## src/rtl/temp_uart_tx.sv

```systemverilog
// Serial report transmitter: snapshots a signed BCD temperature and monitor state on `send`
// and emits it as an 8-byte ASCII line ("-123 E\r\n") over UART 8N1, LSB first.
module temp_uart_tx #(
  parameter int CLKS_PER_BIT = 434
) (
  input  logic       clk,
  input  logic       rst,
  input  logic       send,
  input  logic       temp_value_sign,
  input  logic [3:0] temp_value_huns,
  input  logic [3:0] temp_value_tens,
  input  logic [3:0] temp_value_ones,
  input  logic [1:0] state,
  output logic       tx,
  output logic       busy,
  output logic       done
);

  // Monitor state codes, matching the STATE_* values in constants.h.
  localparam logic [1:0] STATE_NORMAL    = 2'd0;
  localparam logic [1:0] STATE_ATTENTION = 2'd1;
  localparam logic [1:0] STATE_EMERGENCY = 2'd2;

  localparam int            CW       = (CLKS_PER_BIT > 1) ? $clog2(CLKS_PER_BIT) : 1;
  localparam logic [CW-1:0] LAST_CNT = CW'(CLKS_PER_BIT - 1);
  localparam logic [CW-1:0] CNT_ONE  = CW'(1);

  typedef enum logic [1:0] {S_IDLE, S_START, S_DATA, S_STOP} fsm_t;

  fsm_t          fsm_q, fsm_d;
  logic [CW-1:0] cnt_q, cnt_d;
  logic [2:0]    bit_q, bit_d;
  logic [2:0]    byte_q, byte_d;
  logic          snap_sign_q, snap_sign_d;
  logic [3:0]    snap_huns_q, snap_huns_d;
  logic [3:0]    snap_tens_q, snap_tens_d;
  logic [3:0]    snap_ones_q, snap_ones_d;
  logic [1:0]    snap_state_q, snap_state_d;
  logic          tx_q, tx_d;
  logic          busy_q, busy_d;
  logic          done_q, done_d;

  logic [7:0]    cur_byte;
  logic          bit_end;
  logic [2:0]    bit_nxt;

  function automatic logic [7:0] digit_ascii(input logic [3:0] d);
    return (d <= 4'd9) ? (8'h30 + {4'h0, d}) : 8'h3F;
  endfunction

  function automatic logic [7:0] state_ascii(input logic [1:0] s);
    logic [7:0] c;
    case (s)
      STATE_NORMAL:    c = 8'h4E;
      STATE_ATTENTION: c = 8'h41;
      STATE_EMERGENCY: c = 8'h45;
      default:         c = 8'h3F;
    endcase
    return c;
  endfunction

  // Byte currently on the wire, built from the snapshot so inputs may change mid-frame.
  always_comb begin
    cur_byte = 8'h20;
    case (byte_q)
      3'd0:    cur_byte = snap_sign_q ? 8'h2D : 8'h20;
      3'd1:    cur_byte = digit_ascii(snap_huns_q);
      3'd2:    cur_byte = digit_ascii(snap_tens_q);
      3'd3:    cur_byte = digit_ascii(snap_ones_q);
      3'd4:    cur_byte = 8'h20;
      3'd5:    cur_byte = state_ascii(snap_state_q);
      3'd6:    cur_byte = 8'h0D;
      default: cur_byte = 8'h0A;
    endcase
  end

  assign bit_end = (cnt_q == LAST_CNT);
  assign bit_nxt = bit_q + 3'd1;

  always_comb begin
    fsm_d        = fsm_q;
    cnt_d        = cnt_q;
    bit_d        = bit_q;
    byte_d       = byte_q;
    snap_sign_d  = snap_sign_q;
    snap_huns_d  = snap_huns_q;
    snap_tens_d  = snap_tens_q;
    snap_ones_d  = snap_ones_q;
    snap_state_d = snap_state_q;
    tx_d         = tx_q;
    busy_d       = busy_q;
    done_d       = 1'b0;

    if (fsm_q != S_IDLE) begin
      cnt_d = bit_end ? '0 : cnt_q + CNT_ONE;
    end

    case (fsm_q)
      S_IDLE: begin
        if (send) begin
          snap_sign_d  = temp_value_sign;
          snap_huns_d  = temp_value_huns;
          snap_tens_d  = temp_value_tens;
          snap_ones_d  = temp_value_ones;
          snap_state_d = state;
          fsm_d        = S_START;
          cnt_d        = '0;
          bit_d        = 3'd0;
          byte_d       = 3'd0;
          tx_d         = 1'b0;
          busy_d       = 1'b1;
        end
      end
      S_START: begin
        if (bit_end) begin
          fsm_d = S_DATA;
          bit_d = 3'd0;
          tx_d  = cur_byte[0];
        end
      end
      S_DATA: begin
        if (bit_end) begin
          if (bit_q == 3'd7) begin
            fsm_d = S_STOP;
            tx_d  = 1'b1;
          end else begin
            bit_d = bit_nxt;
            tx_d  = cur_byte[bit_nxt];
          end
        end
      end
      S_STOP: begin
        // The next start bit follows the stop bit directly: no idle gap inside a frame.
        if (bit_end) begin
          if (byte_q == 3'd7) begin
            fsm_d  = S_IDLE;
            busy_d = 1'b0;
            done_d = 1'b1;
          end else begin
            fsm_d  = S_START;
            byte_d = byte_q + 3'd1;
            tx_d   = 1'b0;
          end
        end
      end
      default: fsm_d = S_IDLE;
    endcase
  end

  always_ff @(posedge clk) begin
    if (rst) begin
      fsm_q        <= S_IDLE;
      cnt_q        <= '0;
      bit_q        <= 3'd0;
      byte_q       <= 3'd0;
      snap_sign_q  <= 1'b0;
      snap_huns_q  <= 4'd0;
      snap_tens_q  <= 4'd0;
      snap_ones_q  <= 4'd0;
      snap_state_q <= 2'd0;
      tx_q         <= 1'b1;
      busy_q       <= 1'b0;
      done_q       <= 1'b0;
    end else begin
      fsm_q        <= fsm_d;
      cnt_q        <= cnt_d;
      bit_q        <= bit_d;
      byte_q       <= byte_d;
      snap_sign_q  <= snap_sign_d;
      snap_huns_q  <= snap_huns_d;
      snap_tens_q  <= snap_tens_d;
      snap_ones_q  <= snap_ones_d;
      snap_state_q <= snap_state_d;
      tx_q         <= tx_d;
      busy_q       <= busy_d;
      done_q       <= done_d;
    end
  end

  assign tx   = tx_q;
  assign busy = busy_q;
  assign done = done_q;

endmodule

```

## config.mk

```make
export PLATFORM = sky130hd
export DESIGN_NAME = temp_uart_tx
export DESIGN_NICKNAME = d
export VERILOG_FILES = /design/src/rtl/temp_uart_tx.sv
export SDC_FILE = /design/constraint.sdc
export NUM_CORES = 1
export LEC_CHECK = 0
export ABC_AREA = 0
export ABC_CLOCK_PERIOD_IN_PS = 5820
export CAP_MARGIN = 20
export CORE_ASPECT_RATIO = 1.1
export CORE_MARGIN = 5
export CORE_UTILIZATION = 61
export CTS_CLUSTER_SIZE = 20
export DETAILED_ROUTE_END_ITERATION = 10
export PLACE_DENSITY_LB_ADDON = 0.15
export SLEW_MARGIN = 20
export SYNTH_ARGS = -nofsm -noshare
export SYNTH_HDL_FRONTEND = slang
export SYNTH_SLANG_ARGS = --single-unit
```

## constraint.sdc

```tcl
create_clock -name clk -period 5.82 [get_ports clk]
set_clock_uncertainty 0.2 [all_clocks]
set_input_delay 1.164 -clock clk [delete_from_list [all_inputs] [get_ports clk]]
set_output_delay 1.164 -clock clk [all_outputs]
set_load 0.005 [all_outputs]
```

==> results by group, run 1 <==
Placement
  – Placed cell count: ~310
  – DP HPWL: between 3000 and 4000 µm
  – Post-Place Worst Slack: approximately 2.8 ns
  – Routability cong.: about 0.89
  – PortBufs: 20

Global routing
  – Total global-route track usage: 0.2023
  – Number of global-route vias before repair: between 1500 and 2000
  – Largest net degree at the start of global routing: 36
  – GRT Residual Overflow: 0
  – Initial antenna violation count: 0
  – First-pass GRT wire length: approximately 7700 µm

Setup path
  – Worst Setup EP: tx
  – Crit. End Element: flip-flop
  – Most frequent CP cell: inv_1
  – Crit path DAT: about 2.7 ns
  – Critical path class: reg2reg
  – Reg2Reg Depth: 8
  – CP Max Fanout: 12
  – R2r setup slk: between 3 and 4 ns
  – Reg2reg start: byte_q[2]
  – Worst r2r dst: tx
  – Worst path required time: a little under 6 ns
  – Slowest stage delay, CP: roughly 0.6 ns
  – CP startpoint: byte_q[2]
  – Startpoint Class: flip-flop
  – Critical-path top delay cell: dfxtp_1
  – Critical Path, Cell by Cell: inv_1 > ha_1 > inv_1 > a21oi_1 > or4_4 > or3b_1 > a221oi_2 > o31ai_1

Final layout
  – Util after Layout: 0.7008
  – Final std cells w/o fill: between 300 and 400
  – # fillers: between 200 and 300
  – Fin nets: roughly 320
  – Commonest non-fill, non-tap cells in the layout: nand2_1 (42), a21oi_1 (41), dfxtp_1 (35), nor2_1 (26), clkdlybuf4s50_1 (20)
  – Layout area overhead: 12.12%
  – ANT cells: 0
  – Commonest non-fill, non-tap cell in the layout: nand2_1
  – Layout cell share with drive strength beyond 1: 0.06316

Clocking
  – CTS H-Tree Depth: 2
  – CTS Root Cell: clkbuf_4
  – Post_cts resized: 0
  – Clock Latency Late Sink: 0.33 ns
  – CTS Buf Count: 5
  – Worst-path clk slew: around 0.12 ns
  – Hold Buf Count CTS: 0
  – Clock Tree Buf Depth: 2
  – # clock sinks: 35
  – Setup bufs post-CTS: 0
  – TritonCTS clock tree: yes

Route
  – Vias post-DR: between 1500 and 2000
  – First-pass DRT Iterations: 5
  – Vias per inst: between 5 and 6
  – Final wirelength: approximately 4300 µm
  – DRC viols: 0
  – Initial drt markers: between 100 and 150
  – Post-route ant nets: 0
  – WL per Instance: around 13 µm

Power
  – Max VDD drop: around 0.17 mV
  – Clock power share: 0.189
  – Comb power frac: 0.391
  – Internal power: roughly 0.00044 W
  – Static leakage: a little under 0.9 nW
  – Pwr Density: 316.6 nW/µm²
  – Power share of the sequential group: 0.420
  – Net switching power: ~0.00030 W
  – Sw Ratio: 0.4044

Floorplan
  – # rows: 22
  – Die Span Y: about 71 µm
  – Initial core utilization: 0.6250
  – Die Span X: 65.47 µm
  – # IOs: 21
  – Die Footprint: about 4600 µm²
  – Core ar.: ~3300 µm²

Logic synthesis
  – Syn Area/Cell: 7.703 µm²
  – Cell Area, Synth: a little over 2000 µm²
  – Synthesized net count: between 300 and 400
  – Register bit total from synthesis: 35
  – Post-synthesis sequential area ratio: 0.3394
  – Mapped Cells: roughly 270
  – Synth cell types: 46
  – Ys Warns: 0

STA
  – RSZ-0062 raised after global routing: false
  – Final TNS setup: 0 ns
  – Pins over their slew limit: 0
  – Fmax: between 300 and 400 MHz
  – Final cycle utilization of the critical path: 0.4650
  – Least-Margin Pin Slew: around 0.57 ns
  – Fin worst setup slack: between 3 and 4 ns
  – Worst slew margin: 0.6207
  – Final hold viol count: 0
  – Final setup violation count: 0
  – Final min period: 2.706 ns

Status
  – Outcome: completed

Worst hold path
  – Min-delay worst type: reg2reg

Job
  – MaxCap Viol Count: 0
-- final cells by class --
cell class                      instances  area [µm²]  area share
Clock buffer                            5       37.54     0.01622
Inverter                               17       63.81     0.02757
Timing Repair Buffer                   21       207.7     0.08973
Sequential cell                        35       700.7      0.3027
Multi-Input combinational cell        204        1235      0.5335
Tap cell                               36       45.04     0.01946
Clock inverter                          3       25.02     0.01081
-- how the worst min path moves through the flow --
| stage | from | end | slack [ns] | cells after the start |
|---|---|---|---|---|
| finish | snap_tens_q[0] | snap_tens_q[0] | 0.27 | 2 |
| global route | snap_tens_q[0] | snap_tens_q[0] | 0.29 | 2 |
| CTS | snap_tens_q[0] | snap_tens_q[0] | 0.27 | 2 |
| detailed placement | snap_tens_q[0] | snap_tens_q[0] | 0.26 | 2 |
| global placement | snap_huns_q[0] | snap_huns_q[0] | 0.25 | 2 |
| floorplan | bit_q[2] | bit_q[2] | 0.24 | 2 |
-- synth_stat cells, drive strengths merged --
| cell | n | area, µm² |
|---|---|---|
| dfxtp | 35 | 700.7 |
| and4 | 1 | 8.760 |
| o2111ai | 1 | 8.760 |
| a21oi | 42 | 214.0 |
| a22oi | 2 | 15.01 |
| nand3 | 1 | 5.000 |
| nand2b | 5 | 38.78 |
| inv | 17 | 63.81 |
| a32oi | 2 | 17.52 |
| nor3 | 2 | 10.01 |
| and2 | 3 | 18.77 |
| or2 | 1 | 6.260 |
| nor2b | 5 | 33.78 |
| mux2i | 5 | 50.05 |
| nor3b | 5 | 37.54 |
| o31ai | 1 | 7.510 |
| a211oi | 2 | 15.01 |
| a311oi | 1 | 8.760 |
| o22ai | 2 | 12.51 |
| nand2 | 42 | 157.7 |
| ha | 17 | 212.7 |
| nor4b | 1 | 8.760 |
| and3 | 2 | 12.51 |
| or3b | 1 | 8.760 |
| nor4 | 1 | 6.260 |
| nor2 | 26 | 97.59 |
| nand4 | 4 | 25.02 |
| o221ai | 1 | 8.760 |
| or2b | 1 | 8.760 |
| a221oi | 1 | 15.01 |
| buf | 2 | 16.26 |
| a2111oi | 2 | 23.77 |
| a31oi | 2 | 12.51 |
| clkbuf | 10 | 48.79 |
| or3 | 1 | 6.260 |
| or4 | 1 | 11.26 |
| o21ai | 20 | 111.4 |
-- sequential cells by signal (all words and copies together) (netlist names) --
register and count:
cnt_q 9, snap_huns_q 4, snap_ones_q 4, snap_tens_q 4, bit_q 3, byte_q 3, fsm_q 2, snap_state_q 2
busy 1, done 1, snap_sign_q 1, tx 1
-- power by group through the flow --
stage	combinational [W]	clock, W	sequential, W
2_1_floorplan	0.000227	0	0.000306
3_3_place_gp	0.000282	0	0.000312
3_5_place_dp	0.000286	0	0.000313
4_1_cts	0.000288	0.000142	0.000308
5_1_grt	0.000330	0.000156	0.000315
6_report	0.000286	0.000139	0.000308
-- worst max-delay path, delay by kind of cell (launching register included) --
family / cells / cell delay, ns
and+or+nand+nor: 2 / 0.92
DFF: 1 / 0.59
AOI/OAI and AO/OA: 3 / 0.41
buffers and inverters: 2 / 0.24
adders and majority gates: 1 / 0.24
-- cell families (layout without fill, tap and decap cells) --
group                    Yosys count  count (layout)  share of synthesized area
AO/OA/AOI/OAI                     79              79                     0.2279
adder cells (fa/ha/maj)           17              17                     0.1030
buffers and inverters             29              46                    0.06242
flip-flops                        35              35                     0.3394
multiplexers                       5               5                    0.02424
AND/OR/NAND/NOR                  103             103                     0.2430
-- through the flow --
step	hold WS, ns	cell area (µm²)	total power (W)
2_1_floorplan	0.2362	2064	0.0005333
3_3_place_gp	0.2473	2252	0.0005940
3_5_place_dp	0.2550	2252	0.0005997
4_1_cts	0.2721	2315	0.0007382
5_1_grt	0.2918	2315	0.0008009
6_report	0.2747	2315	0.0007328
-- per-layer routing --
metal,share of wire,vias to the layer above,track usage
met2,0.46,39,0.3330
met1,0.49,859,0.2675
met3,0.041,4,0.03968
met4,0.0089,0,0.05760
li1,-,964,-
met5,0,-,0
Note: power is estimated with default switching activity, not from simulation.
==> run 2, diff against run 1 <==
Settings changed: ABC_CLOCK_PERIOD_IN_PS 5820 to 2600, CORE_UTILIZATION 61 to 56.
Clock period 5.82 ns to 2.6 ns, I/O delays scaled along.
==> results by group, run 2 (same netlist as run 1, synthesis figures left out) <==
Placement
  – Placed cell areas: about 2300 µm²
  – DP HPWL: between 3000 and 4000 µm
  – Placed cell count: about 330
  – PortBufs: 20
  – Routability cong.: slightly below 0.9

STA
  – Fmax: 404.9 MHz
  – Pins over their slew limit: 0
  – Final min period: roughly 2.5 ns
  – Final setup violation count: 0
  – RSZ-0062 raised after global routing: false
  – Final TNS setup: 0 ns
  – Least-Margin Pin Slew: between 0.6 and 0.7 ns
  – Final hold viol count: 0
  – Worst slew margin: 0.5886
  – Final cycle utilization of the critical path: 0.9500

Power
  – Pwr Density: roughly 800 nW/µm²
  – Static leakage: 0.9301 nW
  – Overall power: a little under 0.002 W
  – Max VDD drop: between 0.5 and 0.6 mV

Clocking
  – Clock Tree Buf Depth: 2
  – # clock sinks: 35
  – Worst-path clk slew: approximately 0.080 ns
  – Clock Latency Late Sink: about 0.29 ns
  – TritonCTS clock tree: yes
  – Hold Buf Count CTS: 0
  – CTS H-Tree Depth: 2
  – CTS Root Cell: clkbuf_8
  – CTS Buf Count: 5

Route
  – Final wirelength: approximately 4500 µm
  – Vias post-DR: 1893
  – First-pass DRT Iterations: 4
  – Vias per inst: roughly 5.6
  – WL per Instance: 13.08 µm
  – Initial drt markers: 104
  – Post-route ant nets: 0
  – DRC viols: 0

Global routing
  – Number of global-route vias before repair: roughly 1700
  – Initial antenna violation count: 0
  – Total global-route track usage: 0.1933
  – Largest net degree at the start of global routing: 16
  – GRT Residual Overflow: 0
  – First-pass GRT wire length: 7410 µm

Floorplan
  – Die Footprint: around 5000 µm²
  – Die Span Y: between 70 and 80 µm
  – Core ar.: roughly 3600 µm²
  – # IOs: 21
  – Initial core utilization: 0.5739
  – # rows: 23
  – Die Span X: a little under 70 µm

Final layout
  – Layout cell share with drive strength beyond 1: 0.08591
  – Fin nets: ~330
  – Commonest non-fill, non-tap cells in the layout: nand2_1 (42), a21oi_1 (41), dfxtp_1 (34), nor2_1 (26), clkdlybuf4s50_1 (20)
  – Max reg flops: 9
  – Largest Register: cnt_q
  – Final std cells w/o fill: ~340
  – Design area: approximately 2500 µm²
  – Layout area overhead: 18.79%
  – # fillers: roughly 320
  – Register area: ~700 µm²
  – ANT cells: 0
  – Util after Layout: 0.6817
  – Multi-input logic area: about 1200 µm²
  – Commonest non-fill, non-tap cell in the layout: nand2_1

Setup path
  – Crit path DAT: 2.44 ns
  – Crit. End Element: flip-flop
  – Worst path required time: approximately 2.6 ns
  – Reg2Reg Depth: 8
  – Startpoint Class: flip-flop
  – CP Max Fanout: 4
  – Critical path class: reg2reg

Status
  – Outcome: completed

Worst hold path
  – Hold path depth: 2
  – Min-delay worst type: reg2reg

Job
  – MaxCap Viol Count: 0
==> run 2: changes by cell type in the layout (fill, tap and decap cells not counted) <==
cell,change
clkbuf_8,+5
dfxtp_2,+1
dfxtp_1,-1
buf_4,+6
clkinv_4,-2
clkbuf_4,-5
bufinv_16,+2
==> run 2: area by class of cell <==
type	count	area share
clock inverter	3	0.02755
inverter	17	0.02602
multi-input combinational	204	0.5036
clock buffer	5	0.02806
tap	50	0.02551
sequential	35	0.2862
timing repair buffer	27	0.1031
==> run 2: final timing paths <==
path              slack (ns)        endpoint      startpoint
setup / recovery        0.13              tx       byte_q[0]
hold / removal          0.26  snap_tens_q[0]  snap_tens_q[0]
setup reg to reg        0.13              tx       byte_q[0]
hold reg to reg         0.26  snap_tens_q[0]  snap_tens_q[0]
==> run 2: worst max-delay path, stage by stage (launching register included) <==
cell and delay [ns]:
dfxtp_2 0.36, inv_1 0.09, ha_1 0.25, or2b_2 0.20, a21oi_1 0.04, or4_4 0.53
or3b_1 0.38, a221oi_2 0.22, o31ai_1 0.10
==> run 2: power breakdown <==
part	internal (W)	total (W)	switching, W
sequential	0.000613	0.000693	0.0000797
combinational	0.000279	0.000679	0.000400
clock	0.000383	0.000596	0.000213
==> run 2: timing repair <==
action	CTS	global route
setup endpoints to repair	0	1
setup buffers	0	0
resized for setup	0	1
==> run 2: metrics by stage <==
stage / hold slack [ns] / setup slack, ns
floorplan: 0.2362 / 0.2270
global placement: 0.2452 / 0.1550
detailed placement: 0.2507 / 0.06941
CTS: 0.2615 / 0.06541
global route: 0.2867 / 0.04281
finish: 0.2603 / 0.1301
==> run 2: metal layers <==
metal / GRT usage / up-vias / share of wire
met5: 0 / - / 0
met4: 0.05077 / 0 / 0.010
met3: 0.05352 / 7 / 0.038
met2: 0.3243 / 33 / 0.49
met1: 0.2416 / 882 / 0.46
li1: - / 971 / -
